<file path="config.mk">
export PLATFORM = sky130hd
export DESIGN_NAME = snowbro2_coin_cond
export DESIGN_NICKNAME = d
export VERILOG_FILES = /design/src/rtl/snowbro2_coin_cond.sv
export SDC_FILE = /design/constraint.sdc
export NUM_CORES = 1
export LEC_CHECK = 0
export BUFFER_PORTS_ARGS = -buffer_cell sky130_fd_sc_hd__buf_2
export CAP_MARGIN = 20
export CORE_MARGIN = 4
export CORE_UTILIZATION = 60
export CTS_CLUSTER_DIAMETER = 60
export DETAILED_ROUTE_END_ITERATION = 10
export PLACE_DENSITY_LB_ADDON = 0.05
export SYNTH_ARGS = -nofsm -noshare
export SYNTH_HDL_FRONTEND = slang
export SYNTH_SLANG_ARGS = --single-unit
</file>
<file path="constraint.sdc">
create_clock -name CLK -period 2.54 [get_ports CLK]
set_input_delay 0.127 -clock CLK [delete_from_list [all_inputs] [get_ports CLK]]
set_output_delay 0.127 -clock CLK [all_outputs]
set_load 0.01 [all_outputs]
</file>
<file path="src/rtl/snowbro2_coin_cond.sv">
// Coin/service input conditioning for snowbro2: 2-FF sync, tick-based debounce,
// and fixed-width coin pulses with an inter-coin gap, lockout and a one-deep coin queue.
module snowbro2_coin_cond #(
  parameter int unsigned TICK_DIV   = 48000,
  parameter int unsigned DEBOUNCE_T = 4,
  parameter int unsigned PULSE_T    = 100,
  parameter int unsigned GAP_T      = 50
) (
  input  logic       CLK,
  input  logic       RESET,
  input  logic [3:0] COIN_INPUT,
  input  logic       SERVICE,
  input  logic [3:0] COIN_LOCK,
  output logic [3:0] COIN_OUT,
  output logic       SERVICE_OUT,
  output logic [3:0] COIN_EVT
);

  localparam int unsigned NCH     = 4;
  localparam int unsigned NLANE   = NCH + 1;
  localparam int unsigned PRESC_W = 16;
  localparam int unsigned CNT_W   = 8;

  localparam logic [PRESC_W-1:0] PRESC_LAST = PRESC_W'(TICK_DIV - 1);
  localparam logic [CNT_W-1:0]   DEB_LAST   = CNT_W'(DEBOUNCE_T - 1);
  localparam logic [CNT_W-1:0]   PULSE_LD   = CNT_W'(PULSE_T);
  localparam logic [CNT_W-1:0]   GAP_LD     = CNT_W'(GAP_T);
  localparam logic [CNT_W-1:0]   CNT_ONE    = CNT_W'(1);

  typedef enum logic [1:0] {
    ST_IDLE  = 2'd0,
    ST_PULSE = 2'd1,
    ST_GAP   = 2'd2
  } state_e;

  logic [PRESC_W-1:0] presc_q, presc_d;
  logic               tick_q, tick_d;

  logic [NLANE-1:0]   sync1_q, sync1_d;
  logic [NLANE-1:0]   sync2_q, sync2_d;
  logic [NLANE-1:0]   deb_q, deb_d;
  logic [CNT_W-1:0]   dcnt_q [NLANE];
  logic [CNT_W-1:0]   dcnt_d [NLANE];

  logic [NCH-1:0]     press_c;
  logic [NCH-1:0]     press_ok_c;

  state_e             state_q [NCH];
  state_e             state_d [NCH];
  logic [CNT_W-1:0]   cnt_q [NCH];
  logic [CNT_W-1:0]   cnt_d [NCH];
  logic [NCH-1:0]     pend_q, pend_d;
  logic [NCH-1:0]     coin_out_q, coin_out_d;
  logic [NCH-1:0]     evt_q, evt_d;

  // Prescaler: one-cycle registered tick on each wrap
  always_comb begin
    presc_d = presc_q + PRESC_W'(1);
    tick_d  = 1'b0;
    if (presc_q == PRESC_LAST) begin
      presc_d = '0;
      tick_d  = 1'b1;
    end
  end

  always_ff @(posedge CLK) begin
    if (RESET) begin
      presc_q <= '0;
      tick_q  <= 1'b0;
    end else begin
      presc_q <= presc_d;
      tick_q  <= tick_d;
    end
  end

  // Synchroniser; lane NCH is the service switch
  always_comb begin
    sync1_d = {SERVICE, COIN_INPUT};
    sync2_d = sync1_q;
  end

  // Debounce: accept a new level once it has persisted for DEBOUNCE_T ticks
  always_comb begin
    deb_d = deb_q;
    for (int i = 0; i < NLANE; i++) begin
      dcnt_d[i] = dcnt_q[i];
      if (sync2_q[i] == deb_q[i]) begin
        dcnt_d[i] = '0;
      end else if (tick_q) begin
        if (dcnt_q[i] == DEB_LAST) begin
          deb_d[i]  = sync2_q[i];
          dcnt_d[i] = '0;
        end else begin
          dcnt_d[i] = dcnt_q[i] + CNT_ONE;
        end
      end
    end
  end

  always_ff @(posedge CLK) begin
    if (RESET) begin
      sync1_q <= '1;
      sync2_q <= '1;
      deb_q   <= '1;
      for (int i = 0; i < NLANE; i++) begin
        dcnt_q[i] <= '0;
      end
    end else begin
      sync1_q <= sync1_d;
      sync2_q <= sync2_d;
      deb_q   <= deb_d;
      for (int i = 0; i < NLANE; i++) begin
        dcnt_q[i] <= dcnt_d[i];
      end
    end
  end

  // Press fires on the cycle the accepted level falls, so the FSM reacts on the same edge
  always_comb begin
    press_c    = deb_q[NCH-1:0] & ~deb_d[NCH-1:0];
    press_ok_c = press_c & ~COIN_LOCK;
  end

  // Per-channel coin FSM
  always_comb begin
    pend_d     = pend_q;
    evt_d      = '0;
    coin_out_d = '1;
    for (int i = 0; i < NCH; i++) begin
      state_d[i] = state_q[i];
      cnt_d[i]   = cnt_q[i];
      case (state_q[i])
        ST_IDLE: begin
          if (press_ok_c[i]) begin
            state_d[i] = ST_PULSE;
            cnt_d[i]   = PULSE_LD;
            evt_d[i]   = 1'b1;
          end
        end
        ST_PULSE: begin
          if (press_ok_c[i]) begin
            pend_d[i] = 1'b1;
          end
          if (tick_q) begin
            if (cnt_q[i] == CNT_ONE) begin
              state_d[i] = ST_GAP;
              cnt_d[i]   = GAP_LD;
            end else begin
              cnt_d[i] = cnt_q[i] - CNT_ONE;
            end
          end
        end
        ST_GAP: begin
          if (press_ok_c[i]) begin
            pend_d[i] = 1'b1;
          end
          if (tick_q) begin
            if (cnt_q[i] == CNT_ONE) begin
              pend_d[i] = 1'b0;
              // A queued coin is re-qualified against the lock as the gap closes
              if ((pend_q[i] & ~COIN_LOCK[i]) | press_ok_c[i]) begin
                state_d[i] = ST_PULSE;
                cnt_d[i]   = PULSE_LD;
                evt_d[i]   = 1'b1;
              end else begin
                state_d[i] = ST_IDLE;
              end
            end else begin
              cnt_d[i] = cnt_q[i] - CNT_ONE;
            end
          end
        end
        default: begin
          state_d[i] = ST_IDLE;
          pend_d[i]  = 1'b0;
        end
      endcase
      coin_out_d[i] = (state_d[i] != ST_PULSE);
    end
  end

  always_ff @(posedge CLK) begin
    if (RESET) begin
      pend_q     <= '0;
      coin_out_q <= '1;
      evt_q      <= '0;
      for (int i = 0; i < NCH; i++) begin
        state_q[i] <= ST_IDLE;
        cnt_q[i]   <= '0;
      end
    end else begin
      pend_q     <= pend_d;
      coin_out_q <= coin_out_d;
      evt_q      <= evt_d;
      for (int i = 0; i < NCH; i++) begin
        state_q[i] <= state_d[i];
        cnt_q[i]   <= cnt_d[i];
      end
    end
  end

  assign COIN_OUT    = coin_out_q;
  assign COIN_EVT    = evt_q;
  assign SERVICE_OUT = deb_q[NCH];

endmodule
</file>
Word-level counts from Yosys, hierarchy flattened
Memories as Yosys holds them, arrays and structs flattened. Cells that the tools add are included. W data, S select, Z words.

Output and inout port bits: 9. Bits in writable memories: 80. Word-level logic and storage cells: 224. Memories: 3. Flip-flop bits (word level): 44. Input port bits: 11.

Memories: dcnt_q (words 5, width 8, read ports 5, clocked after Yosys merged registers in 0, write ports 5, RTL line 42) `logic [CNT_W-1:0] dcnt_q [NLANE];`; cnt_q (words 4, width 8, read ports 4, clocked after Yosys merged registers in 0, write ports 4, RTL line 50) `logic [CNT_W-1:0] cnt_q [NCH];`; state_q (words 4, width 2, read ports 4, clocked after Yosys merged registers in 0, write ports 4, RTL line 48) `state_e state_q [NCH];`.

Reductions and logical operators: 6. Eq/ne operators: 27. Add/sub/neg operators: 10. Bitwise gates (word level): 30. Multiplexer cells: 136.

Operators with widths (number): $mux W8 (48); $pmux W8 S3 (4); $mux W1 (48); $mux W2 (24); $add A8 B1 Y8 const B (5); $eq A8 B2 Y1 const B (5); $eq A8 B1 Y1 const B (4); $sub A8 B1 Y8 const B (4); $pmux W2 S3 (4); $or A1 B1 Y1 (17); $add A16 B1 Y16 const B (1); $eq A16 B16 Y1 const B (1); $pmux W1 S3 (4); $and A4 B4 Y4 (2); $eq A2 B1 Y1 const B (4); $eq A2 B2 Y1 const B (4); $logic_not A2 Y1 (4); $ne A2 B1 Y1 const B (4); $not A4 Y4 (2); $pmux W1 S2 (4); $eq A1 B1 Y1 (5); $not A1 Y1 (5); $and A1 B1 Y1 (4); $reduce_and A3 Y1 (1); $reduce_or A2 Y1 (1).

Depth between registers and ports, before layout
An unclocked memory read counts as a cell.

Depth after elaboration: 14. Depth in mapped cells: 9. Mapped depth without buffers: 7.

Least setup slack after synthesis
Ideal clock, no wire load.

Path kind: reg2reg. From: memory dcnt_q[1][0], in the netlist dcnt_q[0][8]. To: register coin_out_q[1], in the netlist COIN_OUT[1]. Cell stages (with the launch flop): 7. Clock period less this slack: 1.935 ns. Data required time: 2.406 ns. Path slack: 0.605 ns. Path buffers: 0. Arrival time: 1.801 ns. Cell sequence: dfxtp_1 ha_1 and4bb_1 nand4b_1 a2111oi_4 a21oi_2 or4_1.

RTL lines: from (decl) (RTL line 42); to (signal assigned) (RTL line 193) `coin_out_q <= coin_out_d;`; to (decl) (RTL line 53) `logic [NCH-1:0] coin_out_q, coin_out_d;`.

==> metrics.md <==
| Metric | Value |
|---|---|
| Hold path start | COIN_LOCK[1] |
| Post-synth cell types | 73 |
| Hold Path Depth | 4 |
| Core area | approximately 10000 um^2 |
| Number of cells in the finished layout apart from fillers | a little over 900 |
| Num CTS Buffers | 17 |
| Async set-reset flop share out of synthesis | 0% |
| Post-synthesis cell count | between 700 and 800 |
| CP Launch Type | flip-flop |
| Antenna viol nets, final | 0 |
| F_max | ~0.43 GHz |
| Max-slew violation count | 0 |
| Die area | ~13000 um^2 |
| Pre-Repair DR Iteration Count | 8 |
| FF-to-FF path depth | 7 |
| Post-synth top area share | a little under two fifths |
| Min-delay worst type | primary input to flip-flop |
| Clock Pin Slew Worst Setup and Hold Paths | about 60 ps |
| Register bit total from synthesis | 124 |
| Vias in the first global route | 5264 |
| # clock sinks | between 100 and 150 |
| Nets@finish | 824 |
| Avg Synthesized Cell Area | 8.68 um^2 |
| Post-synthesis sequential area ratio | between 30% and 40% |
| Die Height | ~110 um |
| Status | finished clean |
| ANT cells | 0 |
| Final setup violation count | 0 |
| Max_slew headroom | ~56% |
| Reg2reg start | dcnt_q[0][8] |
| # DRC | 0 |
| YS warnings | 0 |
| RD Place Congestion | approximately 0.90 |
| Post-Place Cells | about 890 |
| Starting Density | 62.7% |
| Pwr dens | 589 nW/um^2 |
| Die Width | 113 um |
| Slew @ Worst Pin | about 660 ps |
| Vias/cell | slightly below 6 |
| Hold Path End | state_q[1][0] |
| Global router's overall resource usage | 22.5% |
| Tmin final | 2340 ps |
| Max cap viols | 0 |
| Layout overhead on the synthesized area | 13.2% |
| CP endpoint kind | flip-flop |
| Worst Skew | approximately 5.7 ps |
| CTS Root Cell | clkbuf_8 |
| Cell type with the largest total area after synthesis | dfxtp_1 |
| H-tree depth | 4 |
| Post-synth EDFFs | 0 |
| Top-count cell post-synth | dfxtp_1 |
| Gr ovfl total | 0 |
| Placed wire-length estimate | between 9000 and 10000 um |
| Synth Flop Type | dfxtp_1 |
| Setup CP Type | flip-flop to flip-flop |
| Overall power consumption | between 4 and 5 mW |
| R2r endpoint | COIN_EVT[1] |
| I/O pins | 20 |
| Design area | 7420 um^2 |
| Routed wire length | about 14000 um |
| I/O Buffers | 19 |
| Max Buffers Root-to-Sink | 2 |
| Via count | about 5500 |
| Pleak | approximately 2.7 nW |
| Post-synth top cells | dfxtp_1 (124), nor2_1 (85), nand2_1 (58), a21oi_1 (43), xor2_1 (39) |
| Mapped Nets | roughly 800 |
| Share of layout cells above drive strength 1 | about 12% |
| Netlist Area Pre-Place | approximately 6600 um^2 |
| Drt wl/cell | 14.8 um |
| Worst Path Arrival | 2810 ps |
| Global-route wire length before repair | roughly 24000 um |
| Worst vdd ir | slightly above 0.5 mV |
| Post-CTS Setup Inserts | 0 |
| Placement-stage cell area | between 6000 and 7000 um^2 |
| Area contributors post-synth | dfxtp_1 (38%), ha_1 (5.9%), xor2_1 (5.2%) |
| CTS tree | built |
| RSZ-0062 raised after global routing | no |
| Row Count | 37 |
| Crit-path max FO | 4 |
| Largest net degree at the start of global routing | 27 |
| R2R Setup Slk | 200 ps |
| CP required | between 3000 and 4000 ps |
| Clk_lat worst skew | around 530 ps |
| Setup TNS | 0 ps |
| Post-layout util | 71.0% |
| Final period util | between 90% and 100% |
| Initial antenna violation count | 0 |
| Iteration-0 DRC count of the detailed router | around 550 |
| Hold Vio Cnt, Final | 0 |
## how the worst max path moves through the flow
stage                             start     endpoint
after floorplan            dcnt_q[0][8]  COIN_OUT[1]
after global placement    state_q[1][0]  cnt_q[1][0]
after detailed placement    cnt_q[3][1]  cnt_q[3][3]
after CTS                  dcnt_q[0][8]  COIN_EVT[1]
after global routing       dcnt_q[0][8]  COIN_EVT[1]
final                      dcnt_q[0][8]  COIN_EVT[1]
## stage by stage
stage	setup slack, ps	hold slack [ps]
6_report	204	31.6
5_1_grt	9.35	36.2
4_1_cts	220	2.39
3_5_place_dp	332	313
3_3_place_gp	425	309
2_1_floorplan	605	210
## cells by family (layout without fill, tap and decap cells)
logic type	count (synthesis)	in the layout	share of synthesized area, %
and+or+nand+nor	312	312	26.4
AOI/OAI and AO/OA	159	159	16.5
DFF	124	124	37.9
xor gates and xnor gates	62	62	8.28
buffers and inverters	58	98	3.68
adders and majority gates	31	31	5.92
muxes	9	9	1.39
## state kept, by name, indices dropped and copies added (netlist names)
signal	cells
state_q	8
sync1_q	5
cnt_q	32
pend_q	4
COIN_EVT	4
dcnt_q	40
tick_q	1
COIN_OUT	4
deb_q	5
presc_q	16
sync2_q	5
## area by class of cell
cell class	count	area [um^2]
Clock buffer	21	459
Multi-Input combinational cell	573	3830
Fill cell	825	3040
Tap cell	136	170
Clock inverter	11	118
Inverter	30	113
Sequential cell	124	2480
Timing Repair Buffer	36	248
## what timing repair did
item / in CTS / in global routing
hold buffers: 10 / 0
setup endpoints to repair: 0 / 5
endpoints found under the hold margin: 15 / 0
gates resized for setup: 0 / 1
## report_power, final
part | switching [mW] | internal, mW | leakage (nW)
registers | 0.00700 | 1.96 | 1.00
clock network | 0.864 | 1.46 | 0.272
logic | 0.0444 | 0.0319 | 1.44
## layout by cell type (no fill, tap or decap), types with 14 or more instances in the layout
| cell | count |
|---|---|
| a21oi_1 | 43 |
| buf_2 | 19 |
| clkbuf_16 | 16 |
| dfxtp_1 | 123 |
| ha_1 | 31 |
| inv_1 | 30 |
| nand2_1 | 58 |
| nand3_1 | 30 |
| nand4_1 | 22 |
| nor2_1 | 85 |
| nor3_1 | 21 |
| o21ai_0 | 23 |
| or2_2 | 14 |
| xnor2_1 | 23 |
| xor2_1 | 39 |
## worst max-delay path: stages, from the launching register on
cell	delay (ps)
dfxtp_1	390
ha_1	220
and4bb_1	280
nand4b_1	200
a2111oi_4	450
a21oi_1	90
nor2_1	100
dlygate4sd3_1	550
## layer usage
layer | vias to the layer above | global-route usage [%] | part of all wire (%)
met4 | 0 | 9.54 | 2.2
met1 | 2565 | 27.9 | 46
li1 | 2767 | - | -
met3 | 40 | 6.47 | 5.1
met2 | 159 | 36.6 | 47
met5 | - | 0 | 0
(Power assumes the default switching activity.)
